File: src/rtl/rv32_tlb_walker.sv
// RV32 address translation: fully associative TLB backed by a hardware walker over a flat
// page table, with R/W/X permission checking, flush, round-robin refill and a bypass mode.
module rv32_tlb_walker #(
    parameter int NUM_ENTRIES = 8,
    parameter int PAGE_BITS   = 12,
    parameter int PPN_W       = 22
) (
    input  logic                       clk,
    input  logic                       rst,
    input  logic                       en_i,
    input  logic                       flush_i,
    input  logic [31:0]                ptbase_i,
    input  logic                       req_valid_i,
    output logic                       req_ready_o,
    input  logic [31:0]                req_va_i,
    input  logic [1:0]                 req_acc_i,
    output logic                       resp_valid_o,
    output logic [PPN_W+PAGE_BITS-1:0] resp_pa_o,
    output logic                       resp_fault_o,
    output logic                       pt_req_valid_o,
    input  logic                       pt_req_ready_i,
    output logic [31:0]                pt_req_addr_o,
    input  logic                       pt_resp_valid_i,
    input  logic [31:0]                pt_resp_data_i
);

    // state     | meaning
    // IDLE      | ready for a request; bypass requests go straight to RESP
    // LOOKUP    | compare the VPN against all valid TLB tags
    // WALK_REQ  | PTE read request held until the memory accepts it
    // WALK_WAIT | waiting for PTE data, then check permissions and refill
    // RESP      | one-cycle response pulse

    localparam int VPN_W = 32 - PAGE_BITS;
    localparam int PA_W  = PPN_W + PAGE_BITS;
    localparam int IDX_W = $clog2(NUM_ENTRIES);

    typedef enum logic [2:0] {
        S_IDLE,
        S_LOOKUP,
        S_WALK_REQ,
        S_WALK_WAIT,
        S_RESP
    } state_t;

    state_t            state_q, state_d;
    logic [31:0]       va_q, va_d;
    logic [1:0]        acc_q, acc_d;
    logic [31:0]       ptaddr_q, ptaddr_d;
    logic [PA_W-1:0]   pa_q, pa_d;
    logic              fault_q, fault_d;

    logic [NUM_ENTRIES-1:0] valid_q;
    logic [VPN_W-1:0]       tag_q  [NUM_ENTRIES];
    logic [PPN_W-1:0]       ppn_q  [NUM_ENTRIES];
    logic [2:0]             perm_q [NUM_ENTRIES];
    logic [IDX_W-1:0]       victim_q;

    logic [VPN_W-1:0]     va_vpn;
    logic [PAGE_BITS-1:0] va_off;
    logic                 hit, has_free, fill_en, pte_fault;
    logic [IDX_W-1:0]     hit_idx, free_idx, fill_idx;
    logic [2:0]           pte_perm;
    logic [PPN_W-1:0]     pte_ppn;
    logic                 unused_pte;

    // perm is {X, W, R}; access code 11 is checked as a read
    function automatic logic perm_ok(input logic [1:0] acc, input logic [2:0] perm);
        case (acc)
            2'b01:   return perm[1];
            2'b10:   return perm[2];
            default: return perm[0];
        endcase
    endfunction

    assign va_vpn     = va_q[31:PAGE_BITS];
    assign va_off     = va_q[PAGE_BITS-1:0];
    assign pte_perm   = pt_resp_data_i[3:1];
    assign pte_ppn    = pt_resp_data_i[10 +: PPN_W];
    assign pte_fault  = !pt_resp_data_i[0] || (pt_resp_data_i[2] && !pt_resp_data_i[1]) ||
                        !perm_ok(acc_q, pte_perm);
    assign unused_pte = ^pt_resp_data_i[9:4];

    always_comb begin
        hit     = 1'b0;
        hit_idx = '0;
        for (int i = 0; i < NUM_ENTRIES; i++) begin
            if (valid_q[i] && tag_q[i] == va_vpn) begin
                hit     = 1'b1;
                hit_idx = IDX_W'(i);
            end
        end
    end

    // Downward scan so the lowest-index invalid entry wins
    always_comb begin
        has_free = 1'b0;
        free_idx = '0;
        for (int i = NUM_ENTRIES - 1; i >= 0; i--) begin
            if (!valid_q[i]) begin
                has_free = 1'b1;
                free_idx = IDX_W'(i);
            end
        end
    end

    assign fill_idx = has_free ? free_idx : victim_q;

    always_comb begin
        state_d  = state_q;
        va_d     = va_q;
        acc_d    = acc_q;
        ptaddr_d = ptaddr_q;
        pa_d     = pa_q;
        fault_d  = fault_q;
        fill_en  = 1'b0;
        unique case (state_q)
            S_IDLE: begin
                if (req_valid_i) begin
                    va_d  = req_va_i;
                    acc_d = req_acc_i;
                    if (en_i) begin
                        state_d = S_LOOKUP;
                    end else begin
                        state_d = S_RESP;
                        pa_d    = PA_W'(req_va_i);
                        fault_d = 1'b0;
                    end
                end
            end
            S_LOOKUP: begin
                if (hit) begin
                    state_d = S_RESP;
                    fault_d = !perm_ok(acc_q, perm_q[hit_idx]);
                    pa_d    = fault_d ? '0 : {ppn_q[hit_idx], va_off};
                end else begin
                    state_d  = S_WALK_REQ;
                    ptaddr_d = ptbase_i + 32'({va_vpn, 2'b00});
                end
            end
            S_WALK_REQ: begin
                if (pt_req_ready_i) state_d = S_WALK_WAIT;
            end
            S_WALK_WAIT: begin
                if (pt_resp_valid_i) begin
                    state_d = S_RESP;
                    fault_d = pte_fault;
                    pa_d    = pte_fault ? '0 : {pte_ppn, va_off};
                    // A flush in the fill cycle wins: the translation is returned but not kept
                    fill_en = !pte_fault && !flush_i;
                end
            end
            S_RESP:  state_d = S_IDLE;
            default: state_d = S_IDLE;
        endcase
    end

    always_ff @(posedge clk) begin
        if (rst) begin
            state_q  <= S_IDLE;
            va_q     <= '0;
            acc_q    <= '0;
            ptaddr_q <= '0;
            pa_q     <= '0;
            fault_q  <= 1'b0;
            valid_q  <= '0;
            victim_q <= '0;
        end else begin
            state_q  <= state_d;
            va_q     <= va_d;
            acc_q    <= acc_d;
            ptaddr_q <= ptaddr_d;
            pa_q     <= pa_d;
            fault_q  <= fault_d;
            if (flush_i) valid_q <= '0;
            else if (fill_en) valid_q[fill_idx] <= 1'b1;
            if (fill_en && !has_free) victim_q <= victim_q + IDX_W'(1);
        end
    end

    always_ff @(posedge clk) begin
        if (fill_en) begin
            tag_q[fill_idx]  <= va_vpn;
            ppn_q[fill_idx]  <= pte_ppn;
            perm_q[fill_idx] <= pte_perm;
        end
    end

    assign req_ready_o    = (state_q == S_IDLE);
    assign resp_valid_o   = (state_q == S_RESP);
    assign resp_pa_o      = pa_q;
    assign resp_fault_o   = fault_q;
    assign pt_req_valid_o = (state_q == S_WALK_REQ);
    assign pt_req_addr_o  = ptaddr_q;

endmodule

File: config.mk
export PLATFORM = sky130hd
export DESIGN_NAME = rv32_tlb_walker
export DESIGN_NICKNAME = d
export VERILOG_FILES = /design/src/rtl/rv32_tlb_walker.sv
export SDC_FILE = /design/constraint.sdc
export NUM_CORES = 1
export LEC_CHECK = 0
export ABC_CLOCK_PERIOD_IN_PS = 7200
export CORE_MARGIN = 2
export CORE_UTILIZATION = 45
export DETAILED_ROUTE_END_ITERATION = 8
export GPL_TIMING_DRIVEN = 0
export HOLD_SLACK_MARGIN = 0.15
export PLACE_DENSITY = 0.65
export RECOVER_POWER = 25
export SYNTH_ARGS = -nofsm -noshare
export SYNTH_HDL_FRONTEND = slang
export SYNTH_SLANG_ARGS = --single-unit
export TNS_END_PERCENT = 1
File: constraint.sdc
create_clock -name clk -period 7.2 [get_ports clk]
set_clock_uncertainty 0.15 [all_clocks]
set_input_delay 1.44 -clock clk [delete_from_list [all_inputs] [get_ports clk]]
set_output_delay 1.44 -clock clk [all_outputs]
set_load 0.1 [all_outputs]
==> results of run 1 <==
tightest hold or removal path, delay by kind of cell, from the launching register on:
kind | cells | cell delay (ps)
AND/OR/NAND/NOR | 1 | 50
flip-flops | 1 | 310
AO/OA/AOI/OAI | 1 | 50
cells in the mapped netlist, drive strengths merged (23+ instances only):
cell type and number:
edfxtp 360, xnor2 146, dfxtp 115, nand2 115, a21oi 107, mux2i 107
nor2 92, nand4 59, clkbuf 50, o21ai 49, buf 44, nand3 38
a311oi 33, xor2 29, and3 26, ha 23, mux2 23
sequential cells by signal (all words and copies together), names as in the netlist:
register / cells
tag_q: 160
ppn_q: 176
victim_q: 3
resp_pa_o: 34
resp_fault_o: 1
pt_req_addr_o: 32
va_q: 32
state_q: 3
acc_q: 2
valid_q: 8
perm_q: 24
cells in the final DEF, fill, tap and decap left out, types with 48 or more instances in the layout:
master,n
xnor2_1,146
edfxtp_1,360
nor2_1,86
nand4_1,59
nand2_1,113
mux2i_1,107
dfxtp_1,115
clkbuf_16,52
a21oi_1,107
clkbuf_1,59
o21ai_0,48
clkdlybuf4s50_1,158
per-stage QoR:
step / hold slack [ps] / setup slack (ps)
after CTS: 309 / 1590
final: 308 / 1430
after global routing: 329 / 1290
after detailed placement: 300 / 1500
after floorplan: 286 / 820
after global placement: 292 / -3630
kinds of logic (layout without fill, tap and decap cells):
kind of cell | Yosys count | count (layout) | share of synthesized area (%)
buf+inv | 113 | 389 | 2.51
mux | 130 | 130 | 6.27
compound gates | 298 | 298 | 10.1
xor+xnor | 175 | 175 | 7.20
fa+ha+maj | 24 | 24 | 1.45
flops | 475 | 475 | 61.6
simple gates | 438 | 438 | 10.9
other cells | 0 | 2 | 0
layer usage:
| metal | global-route usage [%] | wire, um | vias up |
|---|---|---|---|
| li1 | - | - | 6715 |
| met5 | 0 | 0 | - |
| met3 | 5.51 | 5050 | 110 |
| met4 | 7.63 | 1610 | 0 |
| met1 | 34.4 | 26800 | 7350 |
| met2 | 40.0 | 28700 | 654 |
where the power goes:
| group | internal, uW | switching, uW | leakage [uW] |
|---|---|---|---|
| combinational | 248 | 556 | 0.00332 |
| clock | 1470 | 1080 | 0.000794 |
| sequential | 2990 | 66.8 | 0.00419 |
| total | 4710 | 1710 | 0.00831 |
final cells by class:
class,instances,share of cell area (%)
inverters,19,0.277
plain buffers,94,1.80
well taps,607,2.95
clock buffers,70,5.57
multi-input cells,1065,29.9
diodes,2,0.0194
repair buffers,186,7.88
flip-flops and latches,475,50.9
clock inverters,20,0.719
worst paths after layout:
check / start / to / slack (ps)
worst min register to register: va_q[0]$_SDFFE_PP0P_ / va_q[0]$_SDFFE_PP0P_ / 310
worst max register to register: va_q[17]$_SDFFE_PP0P_ / resp_pa_o[27]$_SDFFE_PP0P_ / 1430
worst min-delay path: va_q[0]$_SDFFE_PP0P_ / va_q[0]$_SDFFE_PP0P_ / 310
worst max-delay path: va_q[17]$_SDFFE_PP0P_ / resp_pa_o[27]$_SDFFE_PP0P_ / 1430
==> results.toml, run 1 <==
[outcome]
status = "finished, violations left"
violations = "design-rule violations"

[worst_setup_path]
crit_path_end_kind = "flip-flop"
crit_family = "simple AND/OR/NAND/NOR gates"
slowest_stage = "dfxtp_1"
start_kind = "flip-flop"
cp.required_ps = 7490
crit_path_cell_trace = "buf_2 -> xnor2_1 -> nand3_1 -> nor4_1 -> nand4_1 -> nand4_1 -> nand3b_1 -> o211ai_1 -> a21oi_1 -> clkbuf_1 -> buf_2 -> a311oi_2"
path_class = "reg2reg"
critPathBufInv = 3
arrival_ps = 6060
worst-path-stages = 12
slowest_delay_ps = 800
cp_max_fo = 10
reg2reg_depth = 12

[cts]
post_cts_buffers = 0
clk_pin_slew_ps = 60
cts_buffers = 49
clock-sinks = 475
insertion_delay_ps = 600
htree_levels = 2
cts_tree = "done"
root_buffer = "clkbuf_16"
cts_resized = 0
clockBufferDepth = 3
cts_hold_buf = 0

[synthesis]
synth_seq_area_share_pct = 61.6
synth-edff-count = 360
synth_flop_cell = "edfxtp_1"
synthCells = 1653
netlist_area_um2 = 21300
yosys.area.top_type = "edfxtp_1"
synth_top_area_share_pct = 50.8
yosysWarnings = 0
ys_ff_latch = 475
syn_area_per_cell_um2 = 12.9
syn_nets = 1782
yosysUniqueCellTypes = 79
ys_async_sr_fraction_pct = 0
synth_area_leaders = "edfxtp_1 (51%), dfxtp_1 (11%), xnor2_1 (6.0%)"

[pwr]
total_power_uw = 6410
p_leak_uw = 0.00831
powerDensity_nw_per_um2 = 249
ir_drop_mv = 0.158

[layout]
fillCellCount = 3914
area_growth_pct = 21.0
nets = 2019
utilization_pct = 55.2
design_area_um2 = 25800
seq_area_um2 = 13100
stdcell_count = 2538
drive_above_1_share_pct = 11.5
multi_input_area_um2 = 7690

[placement]
gp_routability_congestion = 0.885
placed_area_um2 = 24100
port_buffers = 167
placed_cells = 2446
dpl.hpwl_um = 42900

[timing]
min_period_over_period_pct = 80.2
setup_viol = 0
setup_tns_ps = 0
slew_violations = 0
fin_crit_ps = 5770
tightest_slew_ps = 1050
hold_viol = 0
rsz0062_at_grt = "no"
max_freq_ghz = 0.173
slew_headroom_pct = 30.1

[global_route]
grt_pass1_vias = 14700
globalRouteTotalUtil_pct = 25.1
grt-ovfl-total = 0
grt_max_degree = 31
antenna_found_initial = 5
grt_pass1_wl_um = 92300

[detailed_routing]
drtIter0Drc = 1363
drc = 3
wire_per_inst_um = 24.5
routed_wl_um = 62100
antenna_left = 0
dr_total_vias = 14800
via_per_inst = 5.84
firstDrtPassIters = 7

[run]
drv_cap = 0

[hold_path]
hold_depth = 2
hold_class = "reg2reg"

[floorplanning]
die_area_um2 = 49100
die_h_um = 221
die_x_um = 221
row_count = 79
core-area_um2 = 46700
io_pins = 175
start_util_pct = 45.6
No activity file was read; power rests on OpenSTA's default activity.
==> run 2: changes to the inputs <==
ABC_CLOCK_PERIOD_IN_PS = 5800   (was 7200)
clock period = 5.8 ns   (was 7.2 ns; I/O delays follow)
==> run 2 against run 1 <==
The flow still finishes with violations (design-rule violations). First-iteration DRC count decreased by 3.4%. Power increased by 24%. Combinational power up 24%. Via count hardly changed. Die area unchanged. Clock-buffer cell count stayed put. Fmax is 3.5% higher. Non-clock buffer count unchanged. Largest cell class unchanged.
==> results.toml, run 2 (synthesis gave the netlist of run 1 again) <==
[layout]
final_common_cell = "edfxtp_1"
multi_input_area_um2 = 7700
top_register = "ppn_q"
final_cell_mix = "edfxtp_1 (360), clkdlybuf4s50_1 (158), xnor2_1 (146)"
utilization_pct = 55.2
nets = 2019
seq_area_um2 = 13100
fillCellCount = 3914
stdcell_count = 2538
area_growth_pct = 21.0
largest_reg_flops = 176
drive_above_1_share_pct = 11.6

[timing]
hold_viol = 0
max_freq_ghz = 0.179
slew_violations = 0
min_period_over_period_pct = 96.1
tightest_slew_ps = 1070
setup_viol = 0
fin_crit_ps = 5570
rsz0062_at_grt = "no"
slew_headroom_pct = 29.0

[pwr]
p_sw_uw = 2120
p_seq_share_pct = 47.7
p_leak_uw = 0.00831
pwr-share-comb_pct = 12.5
ir_drop_mv = 0.196
switching_share_pct = 26.6
p_int_uw = 5840
powerDensity_nw_per_um2 = 309
clock_power_share_pct = 39.8

[floorplanning]
start_util_pct = 45.6
io_pins = 175
die_area_um2 = 49100
die_h_um = 221
row_count = 79
core-area_um2 = 46700
die_x_um = 221

[detailed_routing]
wire_per_inst_um = 24.5
dr_total_vias = 14800
firstDrtPassIters = 7
drtIter0Drc = 1317
antenna_left = 0
drc = 3
routed_wl_um = 62300
via_per_inst = 5.84

[global_route]
antenna_found_initial = 5
grt_pass1_wl_um = 92300
grt-ovfl-total = 0
grt_max_degree = 31
grt_pass1_vias = 14700
globalRouteTotalUtil_pct = 25.1

[worst_setup_path]
start_kind = "flip-flop"
path_class = "reg2reg"
critPathBufInv = 3
crit_family = "simple AND/OR/NAND/NOR gates"
crit_path_cell_trace = "buf_2 -> xnor2_1 -> nand3_1 -> nor4_1 -> nand4_1 -> nand4_1 -> nand3b_1 -> o211ai_1 -> a21oi_2 -> clkbuf_1 -> buf_2 -> a311oi_2"
cp.required_ps = 6090
slowest_delay_ps = 790
arrival_ps = 5860
crit_path_end_kind = "flip-flop"
cp_max_fo = 10
slowest_stage = "dfxtp_1"

[hold_path]
hold_class = "reg2reg"

[outcome]
violations = "design-rule violations"
status = "finished, violations left"

[placement]
gp_routability_congestion = 0.885
placed_cells = 2446
dpl.hpwl_um = 42900
port_buffers = 167

[cts]
clock-sinks = 475
cts_buffers = 49
cts_tree = "done"
htree_levels = 2
root_buffer = "clkbuf_16"
clockBufferDepth = 3
clk_pin_slew_ps = 60
insertion_delay_ps = 600
cts_hold_buf = 0

[run]
drv_cap = 0
[run 2: path summary, 6_finish.rpt]
path              cells past startpoint                          to  slack (ps)                  start
setup / recovery                     12  resp_pa_o[27]$_SDFFE_PP0P_         230  va_q[17]$_SDFFE_PP0P_
hold / removal                        2        va_q[0]$_SDFFE_PP0P_         310   va_q[0]$_SDFFE_PP0P_
setup reg to reg                     12  resp_pa_o[27]$_SDFFE_PP0P_         230  va_q[17]$_SDFFE_PP0P_
hold reg to reg                       2        va_q[0]$_SDFFE_PP0P_         310   va_q[0]$_SDFFE_PP0P_
[run 2: worst min-delay path: cells and delay by family, from the launching register on]
| family | cells | cell delay (ps) |
|---|---|---|
| AND/OR/NAND/NOR | 1 | 50 |
| flip-flops | 1 | 310 |
| AO/OA/AOI/OAI | 1 | 50 |
[run 2: what timing repair did]
| item | 4_1_cts | 5_1_grt |
|---|---|---|
| resized for setup | 0 | 2 |
| setup endpoints to repair | 0 | 20 |
| buffers inserted | 0 | 0 |
[run 2: per-stage QoR]
step                total power [uW]  instance area, um2  setup slack, ps  hold slack [ps]  TNS, ps
finish                          7960               25800              225              308        0
global route                    8190               25800             66.5              329        0
CTS                             7990               25700              195              309        0
detailed placement              4860               24100              223              300        0
global placement                4850               23700            -4750              292  -966590
floorplan                       4490               21300             -300              286   -27150
[run 2: area by class of cell]
| type | instances | share of cell area [%] |
|---|---|---|
| Timing Repair Buffer | 186 | 7.87 |
| Tap cell | 607 | 2.95 |
| Antenna cell | 2 | 0.0194 |
| Sequential cell | 475 | 50.9 |
| Clock buffer | 70 | 5.57 |
| Multi-Input combinational cell | 1065 | 29.9 |
| Buffer | 94 | 1.80 |
| Inverter | 19 | 0.277 |
| Clock inverter | 20 | 0.719 |
[run 2: power groups by stage]
stage	Clock, uW	Sequential (uW)	Combinational, uW
6_report	3170	3800	999
5_1_grt	3330	3800	1060
3_3_place_gp	0	3870	980
2_1_floorplan	0	4070	416
3_5_place_dp	0	3870	989
4_1_cts	3200	3800	994
[run 2: layer usage]
metal  global-route usage, %  share of wire [%]  wire, um  vias up
li1                        -                  -         -     6719
met1                    34.4                 43     27000     7344
met2                    40.0                 46     28700      646
met3                    5.51                8.1      5040      108
met4                    7.63                2.6      1600        0
met5                       0                  0         0        -
